--- src/rtl/debug_pipeline_controller_if.sv ---
// Debug-controller bus: serial command in, pipeline control, register read port, serial response out.
interface debug_pipeline_controller_if #(
  parameter int NB_DATA = 32,
  parameter int NB_ADDR = 5
);
  logic               rx_valid;
  logic [7:0]         rx_data;
  logic               prog_halt;
  logic               halt;
  logic [NB_ADDR-1:0] r_addr;
  logic [NB_DATA-1:0] r_data;
  logic               tx_valid;
  logic [7:0]         tx_data;
  logic               tx_ready;
  logic               busy;

  modport master (
    input  rx_valid, rx_data, prog_halt, r_data, tx_ready,
    output halt, r_addr, tx_valid, tx_data, busy
  );

  modport slave (
    output rx_valid, rx_data, prog_halt, r_data, tx_ready,
    input  halt, r_addr, tx_valid, tx_data, busy
  );
endinterface

--- src/rtl/debug_pipeline_controller.sv ---
// Debug sequencer for the MIPS pipeline: decodes serial commands, gates the pipeline-wide halt,
// single-steps or free-runs, and streams the register file out LSB-first while frozen.
//
// state     | meaning
// ----------+---------------------------------------------------------
// IDLE      | pipeline frozen, waiting for a command byte
// RUN       | pipeline free-runs until the HALT instruction reaches ID
// STEP      | pipeline open for exactly one clock
// DUMP_RD   | latch register r_addr into the shift register
// DUMP_TX   | send the latched register one byte per handshake
// RESP      | hold the one-byte response until accepted
module debug_pipeline_controller #(
  parameter int         NB_DATA  = 32,
  parameter int         NB_ADDR  = 5,
  parameter int         NUM_REGS = 32,
  parameter logic [7:0] CMD_RUN  = 8'h01,
  parameter logic [7:0] CMD_STEP = 8'h02,
  parameter logic [7:0] CMD_DUMP = 8'h03
) (
  input  logic                        i_clk,
  input  logic                        i_reset,
  debug_pipeline_controller_if.master bus
);
  localparam int NB_BYTES = NB_DATA / 8;
  localparam int IDX_W    = (NB_BYTES > 1) ? $clog2(NB_BYTES) : 1;
  localparam logic [IDX_W-1:0]   LAST_IDX = IDX_W'(NB_BYTES - 1);
  localparam logic [NB_ADDR-1:0] LAST_REG = NB_ADDR'(NUM_REGS - 1);

  typedef enum logic [2:0] {
    S_IDLE, S_RUN, S_STEP, S_DUMP_RD, S_DUMP_TX, S_RESP
  } state_t;

  state_t             state, state_nxt;
  logic [NB_ADDR-1:0] r_addr, r_addr_nxt;
  logic [NB_DATA-1:0] shift, shift_nxt;
  logic [IDX_W-1:0]   idx, idx_nxt;
  logic [7:0]         resp, resp_nxt;

  always_ff @(posedge i_clk) begin
    if (i_reset) begin
      state  <= S_IDLE;
      r_addr <= '0;
      shift  <= '0;
      idx    <= '0;
      resp   <= '0;
    end else begin
      state  <= state_nxt;
      r_addr <= r_addr_nxt;
      shift  <= shift_nxt;
      idx    <= idx_nxt;
      resp   <= resp_nxt;
    end
  end

  assign bus.r_addr = r_addr;
  assign bus.busy   = (state != S_IDLE);

  always_comb begin
    state_nxt    = state;
    r_addr_nxt   = r_addr;
    shift_nxt    = shift;
    idx_nxt      = idx;
    resp_nxt     = resp;
    bus.halt     = 1'b1;
    bus.tx_valid = 1'b0;
    bus.tx_data  = 8'h00;
    case (state)
      S_IDLE: begin
        if (bus.rx_valid) begin
          if (bus.rx_data == CMD_RUN) begin
            state_nxt = S_RUN;
          end else if (bus.rx_data == CMD_STEP) begin
            state_nxt = S_STEP;
          end else if (bus.rx_data == CMD_DUMP) begin
            state_nxt  = S_DUMP_RD;
            r_addr_nxt = '0;
            idx_nxt    = '0;
          end else begin
            state_nxt = S_RESP;
            resp_nxt  = 8'hEE;
          end
        end
      end
      // HALT in ID freezes the pipeline in the same cycle so it never retires.
      S_RUN: begin
        if (bus.prog_halt) begin
          state_nxt = S_RESP;
          resp_nxt  = 8'hD0;
        end else begin
          bus.halt = 1'b0;
        end
      end
      S_STEP: begin
        bus.halt  = 1'b0;
        state_nxt = S_RESP;
        resp_nxt  = 8'hA5;
      end
      S_DUMP_RD: begin
        shift_nxt = bus.r_data;
        state_nxt = S_DUMP_TX;
      end
      S_DUMP_TX: begin
        bus.tx_valid = 1'b1;
        bus.tx_data  = shift[7:0];
        if (bus.tx_ready) begin
          shift_nxt = shift >> 8;
          idx_nxt   = idx + IDX_W'(1);
          if (idx == LAST_IDX) begin
            idx_nxt = '0;
            if (r_addr == LAST_REG) begin
              state_nxt = S_IDLE;
            end else begin
              r_addr_nxt = r_addr + NB_ADDR'(1);
              state_nxt  = S_DUMP_RD;
            end
          end
        end
      end
      S_RESP: begin
        bus.tx_valid = 1'b1;
        bus.tx_data  = resp;
        if (bus.tx_ready) state_nxt = S_IDLE;
      end
      default: state_nxt = S_IDLE;
    endcase
  end
endmodule

--- src/flat_wrapper.sv ---
// flat-port wrapper written by rule: the top's interface ports become plain ports
module debug_pipeline_controller_flat 
#(
  parameter int         NB_DATA  = 32,
  parameter int         NB_ADDR  = 5,
  parameter int         NUM_REGS = 32,
  parameter logic [7:0] CMD_RUN  = 8'h01,
  parameter logic [7:0] CMD_STEP = 8'h02,
  parameter logic [7:0] CMD_DUMP = 8'h03
)
  (i_clk, i_reset, bus_rx_valid, bus_rx_data, bus_prog_halt, bus_r_data, bus_tx_ready, bus_halt, bus_r_addr, bus_tx_valid, bus_tx_data, bus_busy);
  debug_pipeline_controller_if #(.NB_DATA(NB_DATA), .NB_ADDR(NB_ADDR)) bus_i ();
  input  logic i_clk;
  input  logic i_reset;
  input wire logic [$bits(bus_i.rx_valid)-1:0] bus_rx_valid;
  input wire logic [$bits(bus_i.rx_data)-1:0] bus_rx_data;
  input wire logic [$bits(bus_i.prog_halt)-1:0] bus_prog_halt;
  input wire logic [$bits(bus_i.r_data)-1:0] bus_r_data;
  input wire logic [$bits(bus_i.tx_ready)-1:0] bus_tx_ready;
  output wire logic [$bits(bus_i.halt)-1:0] bus_halt;
  output wire logic [$bits(bus_i.r_addr)-1:0] bus_r_addr;
  output wire logic [$bits(bus_i.tx_valid)-1:0] bus_tx_valid;
  output wire logic [$bits(bus_i.tx_data)-1:0] bus_tx_data;
  output wire logic [$bits(bus_i.busy)-1:0] bus_busy;
  assign bus_i.rx_valid = bus_rx_valid;
  assign bus_i.rx_data = bus_rx_data;
  assign bus_i.prog_halt = bus_prog_halt;
  assign bus_i.r_data = bus_r_data;
  assign bus_i.tx_ready = bus_tx_ready;
  assign bus_halt = bus_i.halt;
  assign bus_r_addr = bus_i.r_addr;
  assign bus_tx_valid = bus_i.tx_valid;
  assign bus_tx_data = bus_i.tx_data;
  assign bus_busy = bus_i.busy;
  debug_pipeline_controller #(.NB_DATA(NB_DATA), .NB_ADDR(NB_ADDR), .NUM_REGS(NUM_REGS), .CMD_RUN(CMD_RUN), .CMD_STEP(CMD_STEP), .CMD_DUMP(CMD_DUMP)) u_core (.i_clk(i_clk), .i_reset(i_reset), .bus(bus_i));
endmodule
--- config.mk ---
export PLATFORM = sky130hd
export DESIGN_NAME = debug_pipeline_controller_flat
export DESIGN_NICKNAME = d
export VERILOG_FILES = /design/src/rtl/debug_pipeline_controller_if.sv /design/src/rtl/debug_pipeline_controller.sv /design/src/flat_wrapper.sv
export SDC_FILE = /design/constraint.sdc
export NUM_CORES = 1
export LEC_CHECK = 0
export ABC_AREA = 1
export BUFFER_PORTS_ARGS = -buffer_cell sky130_fd_sc_hd__buf_2
export CAP_MARGIN = 20
export CORE_UTILIZATION = 53
export CTS_CLUSTER_DIAMETER = 200
export CTS_CLUSTER_SIZE = 8
export DETAILED_ROUTE_END_ITERATION = 8
export PLACE_DENSITY = 0.8
export SYNTH_ARGS = -nofsm -noshare
export SYNTH_HDL_FRONTEND = slang
export SYNTH_SLANG_ARGS = --single-unit
--- constraint.sdc ---
create_clock -name i_clk -period 1.7 [get_ports i_clk]
set_input_delay 0.085 -clock i_clk [delete_from_list [all_inputs] [get_ports i_clk]]
set_output_delay 0.085 -clock i_clk [all_outputs]
set_load 0.005 [all_outputs]
After elaboration in Yosys (flattened, before gate mapping):

Cells that the tools add are included.

* register bits after elaboration: 50
* input bits: 45
* output and inout bits: 16
* logic and storage cells: 75

* add/sub/neg operators: 2
* equal/unequal tests: 20
* multiplexer cells: 37
* reduce and logical (&&, ||, !) cells: 11

Operators by type and width (number)
* 32-bit case mux with 2 select lines: 1
* 8-bit 2-to-1 mux: 5
* 5-bit 2-to-1 mux: 7
* 32-bit 2-to-1 mux: 1
* 3-bit 2-to-1 mux: 8
* 8-bit case mux with 3 select lines: 1
* 3-bit case mux with 6 select lines: 1
* 8-bit by 2-bit equality test with 1-bit output, second input constant: 2
* 2-bit != test, second input constant: 8
* 8-bit case mux with 2 select lines: 1
* 2-bit 2-to-1 mux: 7
* 6-bit AND reduction: 2
* 5-bit case mux with 2 select lines: 1
* 8-bit by 1-bit equality test with 1-bit output, second input constant: 1
* 8-bit AND reduction: 1
* 3-bit by 2-bit equality test with 1-bit output, second input constant: 2
* 3-bit equality test, second input constant: 2
* 3-bit nonzero test: 2
* 5-bit by 1-bit adder with 5-bit output, second input constant: 1
* 5-bit equality test, second input constant: 1
* 5-bit AND reduction: 1
* 2-bit by 1-bit != test with 1-bit output, second input constant: 2
* 2-bit case mux with 2 select lines: 1
* 2-bit nonzero test: 2
* 8 further kinds: 9

Logic depth before layout (Yosys ltp):

Gate-level depths: netlist (run 1).

* depth in word-level cells: 6
* depth in mapped cells: 10
* gate-level depth less buffers: 10

Least setup slack after synthesis (run 1):

OpenSTA, ideal clock, no wires.

* path kind: reg-to-reg
* from: register u_core.r_addr[0] (netlist: u_core.bus.r_addr[0])
* to: register u_core.r_addr[1] (netlist: u_core.bus.r_addr[1])
* setup time: 0.134 ns
* arrival: 1.438 ns
* data required time: 1.566 ns
* slack: 0.128 ns
* stages on the path, launching flop included: 9
* path buffers: 0
* clock period less this slack: 1.572 ns
* cell sequence: dfxtp_1 > ha_1 > nand2_1 > nor2_1 > ha_1 > o21ai_0 > nand3_4 > a21oi_1 > nor3_2

* cells in the longest elaborated chain, start to end: 5
* elaborated cells on any way between the ends: 8
* classes of those cells: add/sub (1); eq/ne (2); mux (4); reduce/logical (1)

RTL lines
* from (decl): line debug_pipeline_controller.sv:34 `logic [NB_ADDR-1:0] r_addr, r_addr_nxt;`
* from (signal assigned): line debug_pipeline_controller.sv:48 `r_addr <= r_addr_nxt;`
* 5-bit by 1-bit adder with 5-bit output: line debug_pipeline_controller.sv:113 `r_addr_nxt = r_addr + NB_ADDR'(1);`
* 5-bit 2-to-1 mux: line debug_pipeline_controller.sv:110 `if (r_addr == LAST_REG) begin`
* 5-bit 2-to-1 mux: line debug_pipeline_controller.sv:108 `if (idx == LAST_IDX) begin`
* 5-bit 2-to-1 mux: line debug_pipeline_controller.sv:105 `if (bus.tx_ready) begin`
* 5-bit case mux with 2 select lines: line debug_pipeline_controller.sv:67 `case (state)`

Several ways; a longest one is shown, not always the timed one. The select of a mux whose other input is x is not followed.
A chain may end at the register's enable or synchronous reset.

Final worst setup path (run 1):

* from: register u_core.state[2]
* to: output port bus_tx_data[3]

* cells in the longest elaborated chain, start to end: 2
* elaborated cells on any way between the ends: 3
* classes of those cells: eq/ne (2); mux (1)

RTL lines
* from (decl): line debug_pipeline_controller.sv:33 `state_t state, state_nxt;`
* from (signal assigned): line debug_pipeline_controller.sv:47 `state <= state_nxt;`
* 3-bit equality test: line debug_pipeline_controller.sv:67
* 8-bit case mux with 2 select lines (*): line debug_pipeline_controller.sv:67
* to (decl): line flat_wrapper.sv:23 `output wire logic [$bits(bus_i.tx_data)-1:0] bus_tx_data;`

Mark *: on every way between the ends. The rest lies on a longest branch, timed or not.

==> run summary, run 1 <==
The die is 69.92 um wide. The tightest slew margin relative to the limit is 0.8280. The area share of the largest cell type after synthesis is 0.3930, and the share of synthesized cell area in full adder, half adder and majority cells is 0.01535.

The setup slack on the worst flop-to-flop path was 130 ps; the period utilization was 0.9472. The die covers 4889 sq um. Static timing analysis puts the maximum clock frequency at 621.1 MHz. Entering global routing, the biggest net connects 58 pins.

The Yosys step of the flow raised 0 warnings. The remaining design rule violation count came out at 0. The synthesized-area fraction occupied by xor and xnor cells came out at 0.003582. After floorplanning, the core was sized to cover 4384 sq um. Overall overflow remaining after global route: 0.

The required arrival time at the worst endpoint is 1620 ps. The wire length of the first global-routing pass is 8.652 mm, and the number of nets in the final layout is 450. Across the VDD grid, the largest voltage drop is 1073 uV. From synthesis to final layout, the design area changed by 19.75%.

Setup violations remaining at the end of the flow were counted as 0. Data arrives at the worst endpoint at 1530 ps. In this run, synthesis inferred 0 flip-flops with an integrated enable. The share of synthesized cell area in and, or, nand and nor gates was 0.2840. In the final routed layout, each cell accounts on average for 11.87 um. Setup repair after global routing left no endpoint under its margin.

Largest family of logic cells by synthesized area: simple AND/OR/NAND/NOR gates. After synthesis, the mean cell area works out to 7.191 sq um. For this block, the initial DRC count from the detailed router was 93. Share of the yosys chip area belonging to registers: 0.3930. The global routing usage summed across all routing layers is 0.2187. The floorplan step set the die height to 69.92 um. The I/O pin count was 61.

The H-tree generated during clock tree synthesis spans 2 levels. The number of hold violations in the final report was 0. Fill cells in the final layout number 413.

The worst setup path is launched from a flip-flop. The tools report the worst-case clock buffer depth as 2. The via density per instance works out to 5.183.

The worst hold path was traced through 3 stages. The clock reaches the later pin of the worst-skew pair after 300 ps. By area the synthesized netlist is led by sky130_fd_sc_hd__dfxtp_1 (39%), sky130_fd_sc_hd__nand2_1 (16%), sky130_fd_sc_hd__o21ai_0 (6.6%).

The clock-pin slew on the worst setup and hold paths works out to 90 ps. Most frequent cell after synthesis: sky130_fd_sc_hd__nand2_1. The detail route stage leaves a number of antenna-violating nets equal to 0. The share of the synthesized area in compound gates (AO/OA/AOI/OAI) was 0.2001.

TritonCTS built the clock tree. The logs give 26.65 ps for the tightest hold margin and 0 for the antenna cell count. The HPWL after detailed placement was 3.734 mm; the via count of the first global-routing pass was 1996. The run gives -14.82 ps as the worst setup slack before clock tree synthesis. Most crowded layer after global routing: met2. Met2 track demand over resource in global routing: 0.3739. Walking the worst path, the cells encountered are inv_2 > nor2_1 > nand2_1 > o21ai_0 > buf_2. CTS saw 48 sinks. For this design, the CTS-stage hold fixing added 0 buffers. The mux cell area share after synthesis came out at 0. The cell depth of the worst setup path works out to 5. Port buffering added 60 buffers.

The total buffers and inverters traversed by the critical path is 2, and the fraction of synthesis flops using an asynchronous set or reset pin is 0. The synthesis-stage register bit count works out to 48. For this design the static power due to leakage is 1.332 nW.

For the effective utilization at floorplan, the log shows 0.5576. The worst setup path is captured at a primary output. After technology mapping, the gate count stands at 340. Slowest cell on the critical path: sky130_fd_sc_hd__dfxtp_1. Synthesis produced a netlist with a net count of 388.

The tool flagged a number of max-cap violations equal to 0. The setup clock skew after layout is 7.103 ps. Across all layers, the routed design uses 2353 vias. The cell area that synthesis handed to floorplanning was 2445 sq um.

The final worst setup slack is 89.84 ps. The most used flip-flop cell after synthesis is sky130_fd_sc_hd__dfxtp_1. The routed design could run at a clock period as short as 1610 ps. Yosys mapped the design onto 28 distinct sky130hd cell types.

The delay contributed by the slowest stage of the critical path works out to 420 ps. Cell type contributing the most total cell area after synthesis: sky130_fd_sc_hd__dfxtp_1. Met3 track demand over resource in global routing: 0.05051. Worst-path maximum fanout: 7. Slew at the pin with the worst max-slew slack: 258.0 ps.

The floorplan has 24 rows. The ratio of cells with drive above 1 in the final layout is 0.2811. The flow ran to the end, and the final reports show no timing, DRC or antenna violations.

After detailed routing, the total wire length is 5.388 mm. Buffers inserted during clock tree synthesis total 5. The run gives 0 as the number of pins exceeding their max-slew limit in the final report.

The buffer cell driving the clock tree root was sky130_fd_sc_hd__clkbuf_8. In this run the worst hold path is classified as in2reg. For the met1 demand-to-capacity share in global routing, the log shows 0.2751. The depth of the most critical reg-to-reg path is 9. For the routability congestion estimate, the log shows 0.7794.

The commonest cells after synthesis are sky130_fd_sc_hd__nand2_1 (106), sky130_fd_sc_hd__dfxtp_1 (48), sky130_fd_sc_hd__o21ai_0 (32), sky130_fd_sc_hd__inv_1 (27), sky130_fd_sc_hd__a31oi_1 (24). The dominant delay contributor by cell family on the critical path was flip-flops. The tools report the number of iterations in the first detailed-routing pass as 4. Number of antenna violations at the first check in global routing: 0. Kind of critical path: reg2out.

The areal power density over the cells is 1456 nW/um^2.
## flip-flops by register name, indices dropped and copies added (netlist names)
| name | count |
|---|---|
| u_core.state | 3 |
| u_core.idx | 2 |
| u_core.resp | 6 |
| u_core.shift | 32 |
| u_core.bus.r_addr | 5 |
## per-layer routing
layer	wire length (um)	vias up
li1	-	1241
met1	2546	1050
met2	2554	55
met3	230	7
met4	56	0
met5	0	-
## report_power, final
part	total (mW)	switching [mW]	internal, mW
registers	1.58	0.159	1.42
clock network	0.704	0.379	0.325
logic	1.98	1.20	0.777
## area by class of cell
class	count	area, sq um	area share
Multi-Input combinational cell	240	1234	0.4214
Sequential cell	48	960.9	0.3282
Timing Repair Buffer	72	445.4	0.1521
Inverter	35	131.4	0.04487
Clock buffer	6	82.58	0.02821
Tap cell	52	65.06	0.02222
Clock inverter	1	8.758	0.002991
## logic make-up after synthesis
kind of cell,after synthesis
xor+xnor,1
flops,48
fa+ha+maj,3
buf+inv,52
simple gates,151
compound gates,85
## worst paths after layout
kind	end	from
max	bus_tx_data[3]	u_core.state[2]
min	u_core.shift[28]	bus_r_data[28]
max reg2reg	u_core.bus.r_addr[2]	u_core.bus.r_addr[1]
min reg2reg	u_core.resp[7]	u_core.resp[7]
## metrics by stage
step / total power, mW / cells / area, sq um / utilization / setup TNS [ps]
global route: 4.581 / 454 / 2928 / 0.6678 / 0
detailed placement: 3.417 / 442 / 2765 / 0.6307 / -14.82
CTS: 4.117 / 449 / 2860 / 0.6524 / 0
global placement: 3.354 / 442 / 2765 / 0.6307 / 0
floorplan: 2.994 / 340 / 2445 / - / 0
finish: 4.263 / 454 / 2928 / 0.6678 / 0
## layout by cell type (no fill, tap or decap), drive strengths merged, types with 7 or more instances in the layout
| master | n |
|---|---|
| a31oi | 24 |
| nor2 | 18 |
| nand3 | 18 |
| dfxtp | 48 |
| nand2 | 111 |
| a21oi | 25 |
| inv | 35 |
| clkbuf | 7 |
| o21ai | 33 |
| buf | 71 |
## worst reg2reg max path, stage by stage (launching register included)
cell and delay (ps):
sky130_fd_sc_hd__dfxtp_1 340, sky130_fd_sc_hd__ha_1 200, sky130_fd_sc_hd__nand2_1 80, sky130_fd_sc_hd__nor2_1 40
sky130_fd_sc_hd__ha_1 190, sky130_fd_sc_hd__o21ai_2 200, sky130_fd_sc_hd__nand3_4 140, sky130_fd_sc_hd__inv_2 100
sky130_fd_sc_hd__nand2_1 60, sky130_fd_sc_hd__a21oi_1 140
## what timing repair did
action | in CTS | in global routing
cloned | 0 | 1
setup buffers | 0 | 4
setup endpoints to repair | 11 | 12
pin swaps | 0 | 1
resized for setup | 2 | 3
Power figures use the tool's default switching activity.
==> inputs of run 2 (changes only) <==
==> constraint.sdc (replaced) <==
create_clock -name i_clk -period 1.66 [get_ports i_clk]
set_input_delay 0.166 -clock i_clk [delete_from_list [all_inputs] [get_ports i_clk]]
set_output_delay 0.166 -clock i_clk [all_outputs]
set_load 0.005 [all_outputs]
==> run 2 against run 1 <==
Effect of this change:
- sequential power up 3%
- hold slack better by 87 ps
- largest power group unchanged
- die area unchanged
- power down 0.15%
- critical path type unchanged
- cell area down 1.2%
- non-clock buffer count down 2
- register-to-register slack worse by 30 ps
- utilization down 0.77 points
- highest routed layer unchanged
- global-route usage up 0.065 points
- flip-flop and latch count unchanged
==> run summary, run 2 (synthesis gave the netlist of run 1 again) <==
The flow ran to the end, and the final reports show no timing, DRC or antenna violations. Setup repair after global routing could not meet its margin everywhere. The number of pins exceeding their max-slew limit in the final report was 0. For the final routed database, the setup TNS stands at 0 ps. For this design the ratio of total power to cell area is 1471 nW/um^2. After detailed routing, the number of remaining DRC violations is 0. The effective utilization at floorplan is 0.5576, and the number of nets in the final layout is 448. The number of antenna violations at the first check in global routing is 0, and the via count of the first global-routing pass is 2117. The count of cells in the finished layout, fillers not included, comes to 453.

For the routability congestion estimate, the log shows 0.8020. During placement, the flow inserted port buffers numbering 60. The final worst setup slack was 96.14 ps; the flip-flop count of the largest register after layout was 32.

The slew at the pin with the worst max-slew slack was 259.1 ps; the tightest hold margin was 113.5 ps. The clock-pin slew on the worst setup and hold paths is 90 ps, and the final setup violation count is 0. TritonCTS built the clock tree. The total overflow left after global routing is 0.

61 I/O pins were placed. The tightest slew margin relative to the limit was 0.8272. The cell sitting at the root of the clock tree is a sky130_fd_sc_hd__clkbuf_8. Row generation in the floorplan step produced 24 rows.

The final wirelength was 5.235 mm; the synthesis-to-layout area growth was 18.37%. The run gives 0 as the post-detailed-route count of antenna-violating nets. The number of antenna diodes in the final layout is 0. For the final database, setup skew stands at 6.445 ps. The ratio of cells with drive above 1 in the final layout came out at 0.2893. Vertical die dimension: 69.92 um. The setup path with the least slack is of type reg2out.

In this run the static leakage power is 1.307 nW. The largest registers in the layout are u_core.shift: 32 flops, u_core.resp: 6 flops, u_core.bus.r_addr: 5 flops. For the starting DRC count in detailed routing, the log shows 91.

STA classifies the critical path endpoint as a primary output. Entering global routing, the biggest net connects 58 pins. The layout has 392 filler cells. The first TritonRoute pass finished after 4 iterations. The clock tree synthesis step divided the H-tree into 2 levels.

The number of clock sinks was 48; the period utilization was 0.9421. The number of hold violations in the final report is 0, and the core footprint is 4384 sq um. STA classifies the critical path startpoint as a flip-flop.

The tools report the max capacitance violation total as 0. The global routing usage summed across all routing layers came out at 0.2193. Along the worst path, the maximum fanout reaches 7. Including well taps, the total number of placed cells is 442. For the full die area, the log shows 4889 sq um. The number of clock buffers added by TritonCTS is 5. Dividing the detail-routed via count by the number of cells gives 5.168.

Worst setup slack before clock tree synthesis: 47.30 ps. The worst hold path belongs to the class in2reg. The tools report the wire length of the first global-routing pass as 8.769 mm.

The die is 69.92 um wide. STA puts the critical path data arrival time at 1400 ps. The register bank with the most flops is u_core.shift. Timing would allow up to 639.4 MHz. The worst-case IR drop observed on VDD is 886.1 uV. The HPWL after detailed placement is 3.670 mm.

For the required arrival time at the worst endpoint, the log shows 1490 ps. The library cell used most frequently in the layout, excluding fill and tap cells, is sky130_fd_sc_hd__nand2_1. For the worst-skew pair later-pin latency, the log shows 300 ps.

Dividing the detail-routed wire length by the instance count gives 11.56 um. The clock passes through at most 2 buffers. The time the final worst path needs with I/O delays and setup is 1564 ps, and the count of vias placed by the detailed router is 2341.

Leaving out fill and tap cells, the most frequent cells in the layout are sky130_fd_sc_hd__nand2_1 (105), sky130_fd_sc_hd__buf_2 (60), sky130_fd_sc_hd__dfxtp_1 (45).
## run 2: cell types whose count changed in the layout (fill, tap and decap cells not counted), sizes merged
cell	delta
clkinv	-1
buf	-1
clkinvlp	+1
## run 2: critical path, stage by stage, from the launching register on
cell and delay (ps):
sky130_fd_sc_hd__dfxtp_2 380, sky130_fd_sc_hd__inv_2 90, sky130_fd_sc_hd__nor2_1 180, sky130_fd_sc_hd__nand2_2 140
sky130_fd_sc_hd__inv_1 100, sky130_fd_sc_hd__a22o_1 120, sky130_fd_sc_hd__buf_2 100
## run 2: per-layer routing
layer,share of wire,global-route usage
met1,0.46,0.2603
met2,0.49,0.3932
met3,0.036,0.04185
met4,0.0096,0.07556
met5,0,0
## run 2: path summary, 6_finish.rpt
check             startpoint               end  slack (ps)  cells after the start
max reg2reg  u_core.state[1]  u_core.shift[26]         100                     10
min           bus_r_data[30]  u_core.shift[30]         110                      3
min reg2reg   u_core.resp[6]    u_core.resp[6]         460                      2
max          u_core.state[2]    bus_tx_data[0]         100                      6
## run 2: repair_timing
item / CTS / global route
setup endpoints to repair: 8 / 14
buffers inserted: 3 / 0
pin swaps: 1 / 0
resized for setup: 1 / 8
hold buffers: 0 / 0
## run 2: final cells by class
class / count / area [sq um] / share of cell area
inverters: 35 / 131.4 / 0.04540
repair buffers: 70 / 400.4 / 0.1383
multi-input cells: 240 / 1239 / 0.4280
flip-flops and latches: 48 / 964.7 / 0.3333
clock inverters: 1 / 7.507 / 0.002594
well taps: 52 / 65.06 / 0.02248
clock buffers: 7 / 86.33 / 0.02983
## run 2: stage by stage
stage | utilization | cell area, sq um | power [mW]
CTS | 0.6575 | 2883 | 4.253
global route | 0.6601 | 2894 | 4.590
floorplan | - | 2445 | 3.066
finish | 0.6601 | 2894 | 4.257
detailed placement | 0.6307 | 2765 | 3.497
global placement | 0.6307 | 2765 | 3.425
## run 2: report_power, final
part / total, mW / internal (mW) / switching (mW)
Clock: 0.713 / 0.339 / 0.374
Combinational: 1.92 / 0.711 / 1.21
Sequential: 1.63 / 1.46 / 0.167
==> inputs of run 3 (changes only) <==
--- a/config.mk
+++ b/config.mk
@@ -8,11 +8,13 @@
 export ABC_AREA = 1
 export BUFFER_PORTS_ARGS = -buffer_cell sky130_fd_sc_hd__buf_2
 export CAP_MARGIN = 20
-export CORE_UTILIZATION = 53
+export CELL_PAD_IN_SITES_DETAIL_PLACEMENT = 0
+export CELL_PAD_IN_SITES_GLOBAL_PLACEMENT = 2
+export CORE_UTILIZATION = 29
 export CTS_CLUSTER_DIAMETER = 200
 export CTS_CLUSTER_SIZE = 8
 export DETAILED_ROUTE_END_ITERATION = 8
-export PLACE_DENSITY = 0.8
+export PLACE_DENSITY_LB_ADDON = 0.1
 export SYNTH_ARGS = -nofsm -noshare
 export SYNTH_HDL_FRONTEND = slang
 export SYNTH_SLANG_ARGS = --single-unit
==> run 3 against run 2 <==
Effect of this change:
- fmax rose by 2.4%
- largest power group unchanged
- setup slack improved by 37 ps
- flip-flop and latch count unchanged
- power up 3.5%
- wire length grew 22%
- cell area grew 3.8%
- critical path type unchanged
- count of clock-buffer cells in the layout shrank 1
- sequential power barely moved
- critical path depth rose by 1
==> run summary, run 3 (synthesis gave the netlist of run 1 again) <==
The flow ran to the end, and the final reports show no timing, DRC or antenna violations. The number of antenna diodes in the final layout is 0. The run gives 10.22 mm as the wire length of the first global-routing pass.

TritonCTS built the clock tree. Hold is met by 107.7 ps. The instance area at placement is 2856 sq um, and the slew at the pin with the worst max-slew slack is 271.6 ps. Required arrival time at the worst endpoint: 1490 ps. Type of origin of the critical path: a flip-flop. The arrival time at the worst endpoint was 1360 ps; the number of placement rows was 33. The most common cell after layout, fill and taps aside is sky130_fd_sc_hd__nand2_1.

The effective utilization at floorplan is 0.2991. The routed layout has 2316 vias. In this run the power density over the cells is 1467 nW/um^2. The number of antenna violations at the first check in global routing came out at 0. In this run the clock root is driven by a sky130_fd_sc_hd__clkbuf_8.

The HPWL after detailed placement came out at 4.348 mm. The worst-skew pair later-pin latency is 300 ps, and the number of iterations in the first detailed-routing pass is 4. The logs give 61 for the I/O pin count and 3004 sq um for the post-route standard cell area excluding fillers.

Compared with the post-synthesis result, the final layout area differs by 22.88%. The number of hold violations in the final report was 0; the setup slack on the worst flop-to-flop path was 140 ps. After clock tree synthesis, the clock-pin slew on the worst setup and hold paths is 90 ps. The tightest slew margin relative to the limit came out at 0.8189. The peak clock frequency supported by timing was 654.9 MHz; the worst hold path depth was 3. The switching part of the total power was 0.4200.

The number of port buffers came out at 60. Routability-driven placement finished with a final weighted congestion of 0.7440. The total number of H-tree levels came out at 2. In this run the standard cell core region covers 8175 sq um. The depth of the most critical reg-to-reg path works out to 9. The largest registers in the layout are u_core.shift: 32 flops, u_core.resp: 6 flops, u_core.bus.r_addr: 5 flops. The class of the tightest hold or removal check was in2reg. Setup violations remaining at the end of the flow were counted as 0.

In this run, CTS created clock tree buffers numbering 5. For this block, the initial DRC count from the detailed router was 86. The floorplan step defined a die boundary enclosing 8801 sq um. The analysis attributes to cell leakage a power of 1.340 nW. The tools report the maximum VDD drop as 534.0 uV.

The clock net in this run drives a total of 48 sinks. Summing internal, switching and leakage power gives 4.407 mW. The combinational cell fraction of total power is 0.461, and the flip-flop count of the largest register after layout is 32.

The internal power contribution was 2.556 mW; the number of pins exceeding their max-slew limit in the final report was 0. The overall die width is 93.82 um, and the routed wirelength normalized by instance count is 12.57 um. Global routing finished with a remaining overflow of 0. The via count of the first global-routing pass is 2112. The tools report the portion of total power attributed to the clock network as 0.174.

The setup path with the least slack is of type reg2out. No sink is reached through more buffers than the 2 on the longest clock path. In the layout the commonest cells are sky130_fd_sc_hd__nand2_1 (105), sky130_fd_sc_hd__buf_2 (60), sky130_fd_sc_hd__dfxtp_1 (46).

The tools report the post-detailed-route count of antenna-violating nets as 0. From bottom edge to top edge, the die measures 93.82 um. Dividing the detail-routed via count by the number of cells gives 4.541. At the end of the flow, the number of nets in the layout was 452. The time the final worst path needs with I/O delays and setup came out at 1527 ps. For the final routed database, the setup TNS stands at 0 ps. After detailed routing, the number of remaining DRC violations is 0. The proportion of power drawn by flip-flops and latches is 0.365.

Setup repair after global routing left no endpoint under its margin. The global routing usage summed across all routing layers was 0.1471. For the final database, setup skew stands at 7.724 ps. The analysis attributes to net switching a power of 1.851 mW. Entering global routing, the biggest net connects 58 pins.

Ratio of cells with drive above 1 in the final layout: 0.2963. The tools report the max capacitance violation total as 0. The tools report the endpoint kind of the worst setup timing path as a primary output. Counting flops per register, the top entry is u_core.shift. The worst-path maximum fanout was 15; the final wirelength was 6.412 mm.

The final core area utilization came out at 0.3675. Period utilization: 0.9199.
[run 3: final timing paths]
| kind | start | end |
|---|---|---|
| worst max-delay path | u_core.state[0] | bus_tx_data[5] |
| worst min-delay path | bus_r_data[26] | u_core.shift[26] |
| worst max register to register | u_core.state[0] | u_core.shift[23] |
| worst min register to register | u_core.resp[6] | u_core.resp[6] |
[run 3: layout make-up]
class / count / area (sq um)
flip-flops and latches: 48 / 963.4
multi-input cells: 240 / 1239
fillers: 938 / 5171
well taps: 105 / 131.4
clock buffers: 6 / 82.58
clock inverters: 2 / 13.76
repair buffers: 74 / 442.9
inverters: 35 / 131.4
[run 3: per-layer routing]
layer  GRT usage  share of wire  up-vias
met5           0              0        -
met4     0.03846          0.010        0
met3     0.02832          0.037        5
met2      0.2251           0.42       46
met1      0.2094           0.53     1016
li1            -              -     1249
[run 3: metrics by stage]
step                      cells  setup WS (ps)
after floorplan             340          88.24
after CTS                   509          21.21
after detailed placement    500          46.60
final                       510          133.0
after global routing        510          8.940
after global placement      500          100.2
[run 3: power groups by stage]
stage | Combinational [mW] | Sequential, mW | Clock (mW)
after CTS | 2.00 | 1.60 | 0.798
final | 2.03 | 1.61 | 0.766
after global placement | 1.97 | 1.62 | 0
after floorplan | 1.45 | 1.61 | 0
after detailed placement | 1.96 | 1.63 | 0
after global routing | 2.31 | 1.65 | 0.837
[run 3: repair_timing]
item	4_1_cts	5_1_grt
buffers inserted	1	0
hold buffers	0	0
gates cloned	0	1
setup endpoints to repair	8	32
resized for setup	2	7
pin swaps	1	2
[run 3: worst max-delay path: stages, from the launching register on]
cell and delay [ps]:
sky130_fd_sc_hd__dfxtp_2 350, sky130_fd_sc_hd__inv_2 60, sky130_fd_sc_hd__nand2_2 70, sky130_fd_sc_hd__nor2_4 120, sky130_fd_sc_hd__buf_6 170, sky130_fd_sc_hd__nand2_1 80, sky130_fd_sc_hd__o21ai_0 70, sky130_fd_sc_hd__buf_2 130
